==> config.mk <==
export PLATFORM = sky130hd
export DESIGN_NAME = ram_stream_reader
export DESIGN_NICKNAME = d
export VERILOG_FILES = /design/src/rtl/ram_stream_reader.sv
export SDC_FILE = /design/constraint.sdc
export NUM_CORES = 1
export LEC_CHECK = 0
export BUFFER_PORTS_ARGS = -buffer_cell sky130_fd_sc_hd__buf_2
export CELL_PAD_IN_SITES_DETAIL_PLACEMENT = 1
export CELL_PAD_IN_SITES_GLOBAL_PLACEMENT = 2
export CORE_MARGIN = 2
export CORE_UTILIZATION = 31
export CTS_CLUSTER_DIAMETER = 80
export DETAILED_ROUTE_END_ITERATION = 12
export GPL_TIMING_DRIVEN = 1
export PLACE_DENSITY = 0.74
export SLEW_MARGIN = 5
export SYNTH_ARGS = -nofsm -noshare
export SYNTH_HDL_FRONTEND = slang
export SYNTH_SLANG_ARGS = --single-unit
==> constraint.sdc <==
create_clock -name clk -period 2.55 [get_ports clk]
set_clock_uncertainty 0.2 [all_clocks]
set_input_delay 0.51 -clock clk [delete_from_list [all_inputs] [get_ports clk]]
set_output_delay 0.51 -clock clk [all_outputs]
set_load 0.01 [all_outputs]
==> src/rtl/ram_stream_reader.sv <==
// ram_stream_reader: streams a contiguous RAM block from port B onto a valid/ready interface.
// Rev 1.0 - initial release.
`default_nettype none

module ram_stream_reader #(
  parameter int ADDR_SIZE = 4,
  parameter int DATA_SIZE = 32
) (
  input  logic                 clk,
  input  logic                 reset_n,
  input  logic                 start,
  input  logic [ADDR_SIZE-1:0] base_addr,
  input  logic [ADDR_SIZE:0]   length,
  output logic                 busy,
  output logic                 done,
  output logic [ADDR_SIZE-1:0] ram_addr,
  input  logic [DATA_SIZE-1:0] ram_data,
  output logic [DATA_SIZE-1:0] out_data,
  output logic                 out_valid,
  input  logic                 out_ready
);

  typedef enum logic [1:0] {
    IDLE  = 2'd0,
    READ  = 2'd1,
    DRAIN = 2'd2
  } state_t;

  state_t               state, state_nxt;
  logic [ADDR_SIZE:0]   remaining;
  logic [ADDR_SIZE:0]   to_pop;
  logic [1:0]           occ;
  logic                 inflight;
  logic [DATA_SIZE-1:0] buf0, buf1;
  logic                 pop, issue, accept, zero_start, last_pop;

  assign pop       = out_valid & out_ready;
  assign out_valid = (occ != 2'd0);
  assign out_data  = buf0;
  assign busy      = (state != IDLE);

  always_ff @(posedge clk or negedge reset_n) begin
    if (!reset_n) state <= IDLE;
    else          state <= state_nxt;
  end

  always_comb begin
    state_nxt  = state;
    issue      = 1'b0;
    accept     = 1'b0;
    zero_start = 1'b0;
    last_pop   = 1'b0;
    case (state)
      IDLE: begin
        if (start) begin
          if (length != '0) begin
            accept    = 1'b1;
            state_nxt = READ;
          end else begin
            zero_start = 1'b1;
          end
        end
      end
      READ: begin
        if (remaining == '0) begin
          state_nxt = DRAIN;
        end else if (({1'b0, occ} + {2'b00, inflight}) < (3'd2 + {2'b00, pop})) begin
          // Credit: buffered + in-flight words after this cycle's pop must leave room.
          issue = 1'b1;
        end
      end
      DRAIN: begin
        if (pop && (to_pop == {{ADDR_SIZE{1'b0}}, 1'b1})) begin
          last_pop  = 1'b1;
          state_nxt = IDLE;
        end
      end
      default: state_nxt = IDLE;
    endcase
  end

  always_ff @(posedge clk or negedge reset_n) begin
    if (!reset_n) begin
      done      <= 1'b0;
      ram_addr  <= '0;
      remaining <= '0;
      to_pop    <= '0;
      inflight  <= 1'b0;
      occ       <= 2'd0;
      buf0      <= '0;
      buf1      <= '0;
    end else begin
      done     <= zero_start | last_pop;
      inflight <= issue;
      if (accept) begin
        ram_addr  <= base_addr;
        remaining <= length;
        to_pop    <= length;
      end else begin
        if (issue) begin
          ram_addr  <= ram_addr + 1'b1;
          remaining <= remaining - 1'b1;
        end
        if (pop && (to_pop != '0)) to_pop <= to_pop - 1'b1;
      end

      // buf0 is always the head; buf1 only holds a second word when occ==2.
      case ({inflight, pop})
        2'b10: begin
          if (occ == 2'd0) buf0 <= ram_data;
          else             buf1 <= ram_data;
          occ <= occ + 2'd1;
        end
        2'b01: begin
          buf0 <= buf1;
          occ  <= occ - 2'd1;
        end
        2'b11: begin
          if (occ == 2'd1) begin
            buf0 <= ram_data;
          end else begin
            buf0 <= buf1;
            buf1 <= ram_data;
          end
        end
        default: ;
      endcase
    end
  end

endmodule

`default_nettype wire
==> reports/metrics.csv <==
metric,value,unit
critical path class,reg -> reg,
Die Span Y,114,um
initial DRC count,111,
"non-filler cells, final",579,
first-pass GRT wire length,15200,um
vias in the first global route,3039,
worst hold path class,in -> reg,
Area Growth Syn to Fin,27.2,%
RSZ-0062 raised after global routing,false,
Synthesized Nets,394,
slew margin rel.,43.9,%
status,completed,
insertion delay to the later sink of the worst-skew pair,0.34,ns
"commonest non-fill, non-tap cell in the layout",dfrtp_1,
die width,114,um
crit path DAT,2.43,ns
gr usage total,15.0,%
total clock sinks,84,
core box area,0.0119,mm^2
Post-Route WL,9100,um
Routed WL per cell,15.7,um
power per cell area,1420,mW/mm^2
grt total ovfl,0,
"Avg Cell Area, Syn",11.1,um^2
f_max,419,MHz
CTS Buf Count,9,
Via density,4.88,
# IOs,84,
fraction of layout cells with a size suffix above 1,34.8,%
"Hold Vio Cnt, Final",0,
Critical Path End Type,flip-flop,
leakage,2.21,nW
post-synth design cell area,0.00376,mm^2
root buffer cell,clkbuf_16,
CTS tree,yes,
pins over their slew limit,0,
post-synthesis sequential area ratio,55.9,%
crit path time final,2.38,ns
CP Max Fanout,32,
"Net count, final",482,
Synth cell types,40,
Synth Warn #,0,
initial antenna violation count,1,
clk buf depth,2,
peak supply drop,0.557,mV
hpwl dp,6390,um
setup_tns,0,ns
die area,0.0130,mm^2
Initial Util,31.5,%
Routed Antenna Nets,0,
vias,2828,
Critical Path RT,2.60,ns
Post-route DRC,0,
Tcrit/Tclk final,93.5,%
TritonRoute pass-1 iters,4,
pin count of the biggest net entering global routing,37,
Placed Cells,561,
Max H-tree Level,3,
Slew @ Worst Pin,0.841,ns
Synth Instances,338,
GP Congestion,0.743,
startpoint types,flip-flop,
num rows,40,
maxcap violations,0,
most frequent cells in the layout,"dfrtp_1, buf_2, nand2_1",
Clock Pin Slew Worst Setup and Hold Paths,0.07,ns
Final Setup Violations,0,
register bit total from synthesis,84,
Port Buffer Count,83,
## report_power, final
group          total [mW]  internal [mW]  switching [mW]
Clock                1.42          0.884           0.536
Combinational        2.93           1.36            1.57
Sequential           2.42           2.01           0.409
Total                6.78           4.26            2.52
## layer usage
layer | global-route usage (%) | up-vias | share of wire (%)
li1 | - | 1378 | -
met1 | 18.7 | 1378 | 46
met2 | 25.0 | 57 | 48
met3 | 3.18 | 15 | 4.0
met4 | 7.32 | 0 | 1.9
met5 | 0 | - | 0
## stage by stage
step | util [%] | cell area, um^2 | hold WS (ns) | power [mW] | worst slack, ns
after floorplan | - | 3760 | 0.0144 | 4.37 | 0.0648
after global placement | 37.2 | 4430 | 0.257 | 5.31 | 0.233
after detailed placement | 37.2 | 4430 | 0.268 | 5.45 | 0.0703
after CTS | 40.0 | 4770 | 0.175 | 6.90 | 0.0545
after global routing | 40.1 | 4780 | 0.205 | 7.37 | 0.00792
final | 40.1 | 4780 | 0.183 | 6.78 | 0.165
## area by class of cell
| cell class | instances | area (um^2) |
|---|---|---|
| Inverter | 16 | 67.6 |
| Sequential cell | 84 | 2100 |
| Timing Repair Buffer | 94 | 544 |
| Antenna cell | 1 | 2.50 |
| Clock buffer | 10 | 239 |
| Multi-Input combinational cell | 221 | 1550 |
| Tap cell | 147 | 184 |
| Clock inverter | 6 | 86.3 |
| Fill cell | 1322 | 7130 |
## final timing paths
check / from / endpoint / slack [ns] / depth (start not counted)
setup / recovery: occ[0] / out_data[12] / 0.17 / 11
hold / removal: base_addr[0] / ram_addr[0] / 0.18 / 3
setup reg to reg: occ[0] / out_data[12] / 0.17 / 11
hold reg to reg: out_data[18] / out_data[18] / 0.27 / 2
max in group asynchronous: reset_n / occ[0] / 1.06 / 3
min in group asynchronous: reset_n / out_data[5] / 0.46 / 2
## cell usage after synthesis
| library cell | instances | area [um^2] |
|---|---|---|
| o211ai_4 | 1 | 21.3 |
| a22oi_1 | 32 | 240 |
| o22ai_1 | 1 | 6.26 |
| clkbuf_1 | 13 | 48.8 |
| nor3_1 | 4 | 20.0 |
| o21ai_1 | 1 | 5.00 |
| xor2_1 | 1 | 8.76 |
| nor4b_1 | 1 | 8.76 |
| or3b_1 | 1 | 8.76 |
| xnor2_1 | 5 | 43.8 |
| inv_6 | 1 | 8.76 |
| a21o_1 | 2 | 15.0 |
| nand3_1 | 8 | 40.0 |
| mux2i_1 | 1 | 10.0 |
| mux2_1 | 1 | 11.3 |
| a21oi_2 | 1 | 8.76 |
| nand2_1 | 50 | 188 |
| a31oi_1 | 2 | 12.5 |
| nor2_1 | 6 | 22.5 |
| a31o_2 | 1 | 8.76 |
| or4b_4 | 1 | 13.8 |
| inv_1 | 14 | 52.6 |
| dfrtp_1 | 84 | 2100 |
| inv_2 | 1 | 3.75 |
| nand3b_1 | 1 | 7.51 |
| nand4b_1 | 1 | 8.76 |
| a211o_1 | 1 | 8.76 |
| or2_2 | 1 | 6.26 |
| o32ai_1 | 1 | 8.76 |
| nor3b_1 | 2 | 15.0 |
| and2_1 | 1 | 6.26 |
| a21oi_1 | 5 | 25.0 |
| o21ai_0 | 39 | 195 |
| buf_2 | 4 | 20.0 |
| o211ai_1 | 3 | 22.5 |
| a211oi_1 | 1 | 7.51 |
| a311oi_1 | 1 | 8.76 |
| or4b_1 | 1 | 10.0 |
| mux2_2 | 32 | 360 |
| ha_1 | 11 | 138 |
## critical path: stages (launching register included)
cell and delay (ns):
dfrtp_1 0.42, inv_1 0.06, ha_1 0.20, inv_1 0.07
nand2_1 0.10, inv_4 0.13, ha_1 0.18, buf_4 0.15
mux2i_4 0.25, buf_12 0.21, a22oi_1 0.10, o21ai_0 0.20
## sequential cells by signal, summed over array words and instances, names as in the netlist
signal	cells
buf1	32
inflight	1
out_data	32
done	1
ram_addr	4
remaining	5
state	2
occ	2
to_pop	5
## kinds of logic (layout without fill, tap and decap cells)
logic type	count (synthesis)	in the layout	synth area share, %
AO/OA/AOI/OAI	92	92	15.8
XOR/XNOR	6	6	1.40
adder cells (fa/ha/maj)	11	11	3.66
buffers and inverters	33	126	3.56
flip-flops	84	84	55.9
multiplexers	34	34	10.2
other	0	1	0
AND/OR/NAND/NOR	78	78	9.46
## repair_timing
action | 4_1_cts | 5_1_grt
endpoints found under the hold margin | 30 | 0
setup endpoints to repair | 0 | 32
setup buffers | 0 | 0
hold buffers | 1 | 0
gates resized for setup | 0 | 2
No activity file was read; power rests on OpenSTA's default activity.
